## src/rtl/lsu_bus_ctrl_pkg.sv

```systemverilog
// ---------------------------------------------------------------------------
// lsu_bus_ctrl_pkg
//   Shared types and helpers for the load/store unit bus controller.
//   - lsu_op_t    : memory operation issued by decode (loads then stores)
//   - lsu_state_t : bus handshake state of the controller
//   - is_store    : true for SB/SH/SW
//   - is_aligned  : natural-alignment rule on the two lowest address bits
// ---------------------------------------------------------------------------
package lsu_bus_ctrl_pkg;

  typedef enum logic [2:0] {
    LB  = 3'd0,
    LH  = 3'd1,
    LW  = 3'd2,
    LBU = 3'd3,
    LHU = 3'd4,
    SB  = 3'd5,
    SH  = 3'd6,
    SW  = 3'd7
  } lsu_op_t;

  typedef enum logic [1:0] {
    IDLE        = 2'd0,
    REQ         = 2'd1,
    WAIT_RVALID = 2'd2
  } lsu_state_t;

  localparam int CNT_W = 16;

  // Stores are the only operations that drive write enable on the bus.
  function automatic logic is_store(input lsu_op_t op);
    logic store;
    store = 1'b0;
    case (op)
      SB, SH, SW: store = 1'b1;
      default:    store = 1'b0;
    endcase
    return store;
  endfunction

  // Bytes may sit anywhere, halves need an even address, words need a
  // multiple-of-four address. Only the two lowest bits matter for this.
  function automatic logic is_aligned(input lsu_op_t op, input logic [1:0] off);
    logic ok;
    ok = 1'b1;
    case (op)
      LH, LHU, SH: ok = ~off[0];
      LW, SW:      ok = (off == 2'b00);
      default:     ok = 1'b1;
    endcase
    return ok;
  endfunction

endpackage

```

## src/rtl/lsu_load_extend.sv

```systemverilog
// ---------------------------------------------------------------------------
// lsu_load_extend
//   Combinational lane select and sign/zero extension for load data.
//   Ports:
//     op     in  lsu_op_t          latched load operation
//     offset in  OFF_W             latched byte offset inside the bus word
//     rdata  in  DATA_WIDTH        raw read data from the bus
//     result out 32                right-justified, extended load value
// ---------------------------------------------------------------------------
module lsu_load_extend
  import lsu_bus_ctrl_pkg::*;
#(
  parameter  int DATA_WIDTH = 32,
  localparam int OFF_W      = $clog2(DATA_WIDTH / 8)
) (
  input  lsu_op_t                 op,
  input  logic [OFF_W-1:0]        offset,
  input  logic [DATA_WIDTH-1:0]   rdata,
  output logic [31:0]             result
);

  logic [31:0] shifted;

  // Shift the addressed lane down to bit 0, then extend according to the
  // operation. Alignment was already enforced at issue, so the selected
  // byte/half/word never straddles the top of the bus word.
  always_comb begin
    shifted = 32'(rdata >> {offset, 3'b000});
    result  = shifted;
    case (op)
      LB:      result = {{24{shifted[7]}}, shifted[7:0]};
      LH:      result = {{16{shifted[15]}}, shifted[15:0]};
      LBU:     result = {24'd0, shifted[7:0]};
      LHU:     result = {16'd0, shifted[15:0]};
      default: result = shifted;
    endcase
  end

endmodule

```

## src/rtl/lsu_bus_ctrl.sv

```systemverilog
// ---------------------------------------------------------------------------
// lsu_bus_ctrl
//   Multi-width load/store unit with a registered req/gnt/rvalid data bus
//   handshake, byte-enable generation, store lane steering, load extension,
//   alignment checking and a bus-stall timeout.
//   Ports:
//     clock, reset          rising-edge clock, asynchronous active-low reset
//     lsu_en_ip             decode marks a memory op
//     lsu_operator_ip       LB/LH/LW/LBU/LHU/SB/SH/SW
//     alu_valid_ip          mem_addr_ip is valid
//     mem_addr_ip           effective address
//     store_data_ip         right-justified store data
//     data_req_op           bus request
//     data_addr_op          lane-aligned bus address
//     data_we_op            1 = store
//     data_be_op            byte enables
//     data_wdata_op         steered store data
//     data_gnt_i            bus accepted the request
//     data_rvalid_i         read data valid
//     data_rdata_i          read data
//     load_mem_data_op      extended load result (held between loads)
//     lsu_valid_op          one-cycle completion pulse
//     lsu_busy_op           high while a bus transaction is in flight
//     misaligned_op         one-cycle pulse alongside lsu_valid_op
//     timeout_op            one-cycle pulse alongside lsu_valid_op
// ---------------------------------------------------------------------------
module lsu_bus_ctrl
  import lsu_bus_ctrl_pkg::*;
#(
  parameter  int DATA_WIDTH     = 32,
  parameter  int ADDR_WIDTH     = 32,
  parameter  int TIMEOUT_CYCLES = 255,
  localparam int BE_W           = DATA_WIDTH / 8,
  localparam int OFF_W          = $clog2(BE_W)
) (
  input  logic                    clock,
  input  logic                    reset,
  input  logic                    lsu_en_ip,
  input  lsu_op_t                 lsu_operator_ip,
  input  logic                    alu_valid_ip,
  input  logic [ADDR_WIDTH-1:0]   mem_addr_ip,
  input  logic [31:0]             store_data_ip,
  output logic                    data_req_op,
  output logic [ADDR_WIDTH-1:0]   data_addr_op,
  output logic                    data_we_op,
  output logic [BE_W-1:0]         data_be_op,
  output logic [DATA_WIDTH-1:0]   data_wdata_op,
  input  logic                    data_gnt_i,
  input  logic                    data_rvalid_i,
  input  logic [DATA_WIDTH-1:0]   data_rdata_i,
  output logic [31:0]             load_mem_data_op,
  output logic                    lsu_valid_op,
  output logic                    lsu_busy_op,
  output logic                    misaligned_op,
  output logic                    timeout_op
);

  // The counter reads k during the k-th cycle (from 0) spent in REQ or
  // WAIT_RVALID, so comparing against TIMEOUT_CYCLES-1 aborts after exactly
  // TIMEOUT_CYCLES cycles of waiting.
  localparam logic [CNT_W-1:0] TIMEOUT_LAST = CNT_W'(TIMEOUT_CYCLES - 1);

  lsu_state_t             state;
  logic [CNT_W-1:0]       wait_cnt;
  lsu_op_t                op_q;
  logic [OFF_W-1:0]       off_q;

  logic [OFF_W-1:0]       off;
  logic                   aligned;
  logic [ADDR_WIDTH-1:0]  addr_aligned;
  logic [BE_W-1:0]        be_next;
  logic [DATA_WIDTH-1:0]  wdata_next;
  logic [31:0]            load_ext;

  assign off          = mem_addr_ip[OFF_W-1:0];
  assign aligned      = is_aligned(lsu_operator_ip, mem_addr_ip[1:0]);
  assign addr_aligned = {mem_addr_ip[ADDR_WIDTH-1:OFF_W], {OFF_W{1'b0}}};

  // Byte enables follow the access size shifted to the lane offset. Store
  // data is replicated across every lane so whichever lane the enables pick
  // already holds the right bytes; loads drive zero write data.
  always_comb begin
    be_next    = '0;
    wdata_next = '0;
    case (lsu_operator_ip)
      SB: begin
        be_next    = BE_W'(1) << off;
        wdata_next = {BE_W{store_data_ip[7:0]}};
      end
      SH: begin
        be_next    = BE_W'(2'b11) << off;
        wdata_next = {(BE_W / 2){store_data_ip[15:0]}};
      end
      SW: begin
        be_next    = BE_W'(4'hF) << off;
        wdata_next = {(BE_W / 4){store_data_ip}};
      end
      LB, LBU: be_next = BE_W'(1) << off;
      LH, LHU: be_next = BE_W'(2'b11) << off;
      default: be_next = BE_W'(4'hF) << off;
    endcase
  end

  lsu_load_extend #(
    .DATA_WIDTH (DATA_WIDTH)
  ) u_load_extend (
    .op     (op_q),
    .offset (off_q),
    .rdata  (data_rdata_i),
    .result (load_ext)
  );

  // Main handshake FSM with registered outputs. Completion, misalignment
  // and timeout are single-cycle pulses, cleared by default every cycle.
  // A grant or rvalid in the same cycle the counter expires takes priority
  // over the timeout. Reset drops everything, including an in-flight
  // request, without producing a completion pulse.
  always_ff @(posedge clock or negedge reset) begin
    if (!reset) begin
      state            <= IDLE;
      wait_cnt         <= '0;
      op_q             <= LB;
      off_q            <= '0;
      data_req_op      <= 1'b0;
      data_addr_op     <= '0;
      data_we_op       <= 1'b0;
      data_be_op       <= '0;
      data_wdata_op    <= '0;
      load_mem_data_op <= '0;
      lsu_valid_op     <= 1'b0;
      lsu_busy_op      <= 1'b0;
      misaligned_op    <= 1'b0;
      timeout_op       <= 1'b0;
    end else begin
      lsu_valid_op  <= 1'b0;
      misaligned_op <= 1'b0;
      timeout_op    <= 1'b0;
      case (state)
        IDLE: begin
          if (lsu_en_ip && alu_valid_ip) begin
            if (!aligned) begin
              misaligned_op <= 1'b1;
              lsu_valid_op  <= 1'b1;
            end else begin
              state         <= REQ;
              wait_cnt      <= '0;
              op_q          <= lsu_operator_ip;
              off_q         <= off;
              data_req_op   <= 1'b1;
              data_addr_op  <= addr_aligned;
              data_we_op    <= is_store(lsu_operator_ip);
              data_be_op    <= be_next;
              data_wdata_op <= wdata_next;
              lsu_busy_op   <= 1'b1;
            end
          end
        end
        REQ: begin
          if (data_gnt_i) begin
            data_req_op <= 1'b0;
            if (is_store(op_q)) begin
              state        <= IDLE;
              lsu_valid_op <= 1'b1;
              lsu_busy_op  <= 1'b0;
            end else begin
              state    <= WAIT_RVALID;
              wait_cnt <= '0;
            end
          end else if (wait_cnt == TIMEOUT_LAST) begin
            state        <= IDLE;
            data_req_op  <= 1'b0;
            timeout_op   <= 1'b1;
            lsu_valid_op <= 1'b1;
            lsu_busy_op  <= 1'b0;
          end else begin
            wait_cnt <= wait_cnt + 1'b1;
          end
        end
        WAIT_RVALID: begin
          if (data_rvalid_i) begin
            state            <= IDLE;
            load_mem_data_op <= load_ext;
            lsu_valid_op     <= 1'b1;
            lsu_busy_op      <= 1'b0;
          end else if (wait_cnt == TIMEOUT_LAST) begin
            state        <= IDLE;
            timeout_op   <= 1'b1;
            lsu_valid_op <= 1'b1;
            lsu_busy_op  <= 1'b0;
          end else begin
            wait_cnt <= wait_cnt + 1'b1;
          end
        end
        default: begin
          state       <= IDLE;
          data_req_op <= 1'b0;
          lsu_busy_op <= 1'b0;
        end
      endcase
    end
  end

endmodule

```

## config.mk

```make
export PLATFORM = sky130hd
export DESIGN_NAME = lsu_bus_ctrl
export DESIGN_NICKNAME = d
export VERILOG_FILES = /design/src/rtl/lsu_bus_ctrl_pkg.sv /design/src/rtl/lsu_load_extend.sv /design/src/rtl/lsu_bus_ctrl.sv
export SDC_FILE = /design/constraint.sdc
export NUM_CORES = 1
export LEC_CHECK = 0
export ABC_CLOCK_PERIOD_IN_PS = 3500
export BUFFER_PORTS_ARGS = -buffer_cell sky130_fd_sc_hd__buf_2
export CAP_MARGIN = 20
export CORE_MARGIN = 8
export CORE_UTILIZATION = 55
export DETAILED_ROUTE_END_ITERATION = 10
export PLACE_DENSITY = 0.86
export SLEW_MARGIN = 20
export SYNTH_ARGS = -nofsm -noshare
export SYNTH_HDL_FRONTEND = slang
export SYNTH_SLANG_ARGS = --single-unit
export TNS_END_PERCENT = 100
```

## constraint.sdc

```tcl
create_clock -name clock -period 3.5 [get_ports clock]
set_clock_uncertainty 0.2 [all_clocks]
set_input_delay 0.35 -clock clock [delete_from_list [all_inputs] [get_ports clock]]
set_output_delay 0.35 -clock clock [all_outputs]
set_load 0.1 [all_outputs]
```

==> impl_metrics.ini <==
[run_status]
outcome = completed

[setup_path]
crit_start = lsu_operator_ip[0]
cp.required_ns = 3.58
crit_path_end_kind = flip-flop
worstPathMaxFanout = 68
cp-start-kind = primary input
reg2reg_from = state[0]
arrival_ns = 2.79
worst-setup-path-type = primary input to flip-flop

[grt]
overflow = 0
antenna_found_initial = 1
grt_max_degree = 98
grt_usage = 0.251
grt_pass1_vias = 6188
grt_first_pass_wirelength_mm = 31.8

[timing]
finalSetupTns_ns = 0
whs_ns = 0.0226
max_freq_mhz = 369
rsz0062_at_grt = false
setup_viol = 0
hold_viol_final = 0
fin_crit_sh = 0.774
relSlewSlack = 0.290
worst_slew_pin_slew_ns = 1.06
fin_ws_ns = 0.790
finalCriticalPeriod_ns = 2.71
finalMaxSlewViolations = 0

[route]
drcViolationCount = 0
firstDrtPassIters = 4
ant_nets = 0
routed_wl_mm = 19.7
wl_per_cell_um = 19.1
drt-initial-drc-count = 473
vias = 5931
via_per_inst = 5.76

[clock_tree]
clk_root_buffer_cell = clkbuf_16
cts_hold_buf = 32
clock_path_buffers = 2
cts_tree = built
cts_num_sinks = 127
path_clk_slew_ns = 0.07
htreeDepth = 4
cts_made_buffers = 17
cts_resized = 0
cts_setup_buffers = 0
insertion_delay_ns = 0.41

[yosys]
synth_top_flop_cell = dfrtp_1
synth_area_leaders = dfrtp_1 (49%), mux2_4 (8.0%), nand2_1 (5.7%)
yosysUniqueCellTypes = 56
ys_ff_latch = 127
synth_top_area_frac = 0.486
synthesis.instances = 643
ys.warnings.count = 0
netlist_area_mm2 = 0.00654
yosysTopAreaCell = dfrtp_1
synthArstFlopShare = 1.00
ys_seq_area_frac = 0.486
synth_edf_count = 0
syn_avg_cell_area_um2 = 10.2

[place]
io_buffers = 208
place.gp.congestion = 0.886
dpl.hpwl_mm = 13.7
post-place-ws_ns = 0.389

[floorplanning]
initial_core_util = 0.554
dieArea_mm2 = 0.0156
dieHeight_um = 125
rows = 40
die_width_um = 125
coreArea_mm2 = 0.0118
io_pins = 211

[finish]
area_growth_syn_to_layout_pct = 31.0
final_common_cell = buf_2
drive_gt1_frac = 0.345
fin_nets = 979
layout_common_cells = buf_2 (207), dfrtp_1 (127), nand2_1 (99)

[flow_run]
drv_cap = 0

[hold_path]
hold_path.startpoint = store_data_ip[1]
hp-class = primary input to flip-flop
## sequential cells by signal, summed over array words and instances, names as in the netlist
signal,cells
data_wdata_op,32
load_mem_data_op,32
data_addr_op,30
wait_cnt,16
data_be_op,4
op_q,3
off_q,2
state,2
data_req_op,1
data_we_op,1
lsu_busy_op,1
lsu_valid_op,1
misaligned_op,1
timeout_op,1
## final cells by class
| type | count | area [um2] |
|---|---|---|
| fillers | 847 | 3240 |
| flip-flops and latches | 127 | 3180 |
| multi-input cells | 457 | 3070 |
| repair buffers | 255 | 1490 |
| clock buffers | 17 | 425 |
| clock inverters | 15 | 185 |
| well taps | 147 | 184 |
| inverters | 10 | 37.5 |
| diodes | 1 | 2.50 |
## stage by stage
step / area [um2] / std cells / utilization
6_report: 8570 / 1029 / 0.726
5_1_grt: 8570 / 1029 / 0.726
4_1_cts: 8570 / 1028 / 0.725
3_5_place_dp: 7640 / 964 / 0.647
3_3_place_gp: 7640 / 964 / 0.647
2_1_floorplan: 6550 / 644 / -
## Yosys cell counts, types with 11 or more instances
cell	n
a21oi_1	42
a22o_1	13
clkbuf_1	28
dfrtp_1	127
mux2_4	35
mux2i_1	31
nand2_1	99
nor2_1	28
o21ai_0	54
o21ai_1	11
o22a_1	19
o31ai_1	11
## worst paths after layout
kind | depth (start not counted) | slack, ns | endpoint
setup / recovery | 6 | 0.79 | data_wdata_op[9]
hold / removal | 3 | 0.02 | data_wdata_op[1]
setup reg to reg | 6 | 0.92 | data_wdata_op[9]
hold reg to reg | 2 | 0.28 | data_wdata_op[17]
max in group asynchronous | 3 | 2.01 | data_addr_op[11]
min in group asynchronous | 2 | 0.23 | load_mem_data_op[1]
## kinds of logic (layout without fill, tap and decap cells)
logic type      after synthesis  count (layout)  share of synthesized area
compound gates              188             188                      0.183
xor+xnor                      3               3                    0.00402
other cells                   1               3                   0.000573
fa+ha+maj                     6               6                     0.0115
mux                          74              74                      0.142
flops                       127             127                      0.486
buf+inv                      60             297                     0.0472
simple gates                184             184                      0.127
## layer usage
| metal | GRT usage | routed length [um] | vias to the layer above | share of wire |
|---|---|---|---|---|
| met3 | 0.0761 | 1680 | 44 | 0.086 |
| met1 | 0.300 | 8100 | 2823 | 0.41 |
| met5 | 0 | 0 | - | 0 |
| met4 | 0.120 | 592 | 0 | 0.030 |
| met2 | 0.408 | 9290 | 314 | 0.47 |
| li1 | - | - | 2750 | - |
## critical path, cell delays in order
cell and delay (ns):
buf_2 0.21, nor2b_2 0.22, o21ai_0 0.52, a31o_4 0.97, buf_4 0.36, o21ai_0 0.14
Power is left out: the tool's default activity adds up to more than one toggle a clock period on the data nets, which glitch-free logic cannot reach.
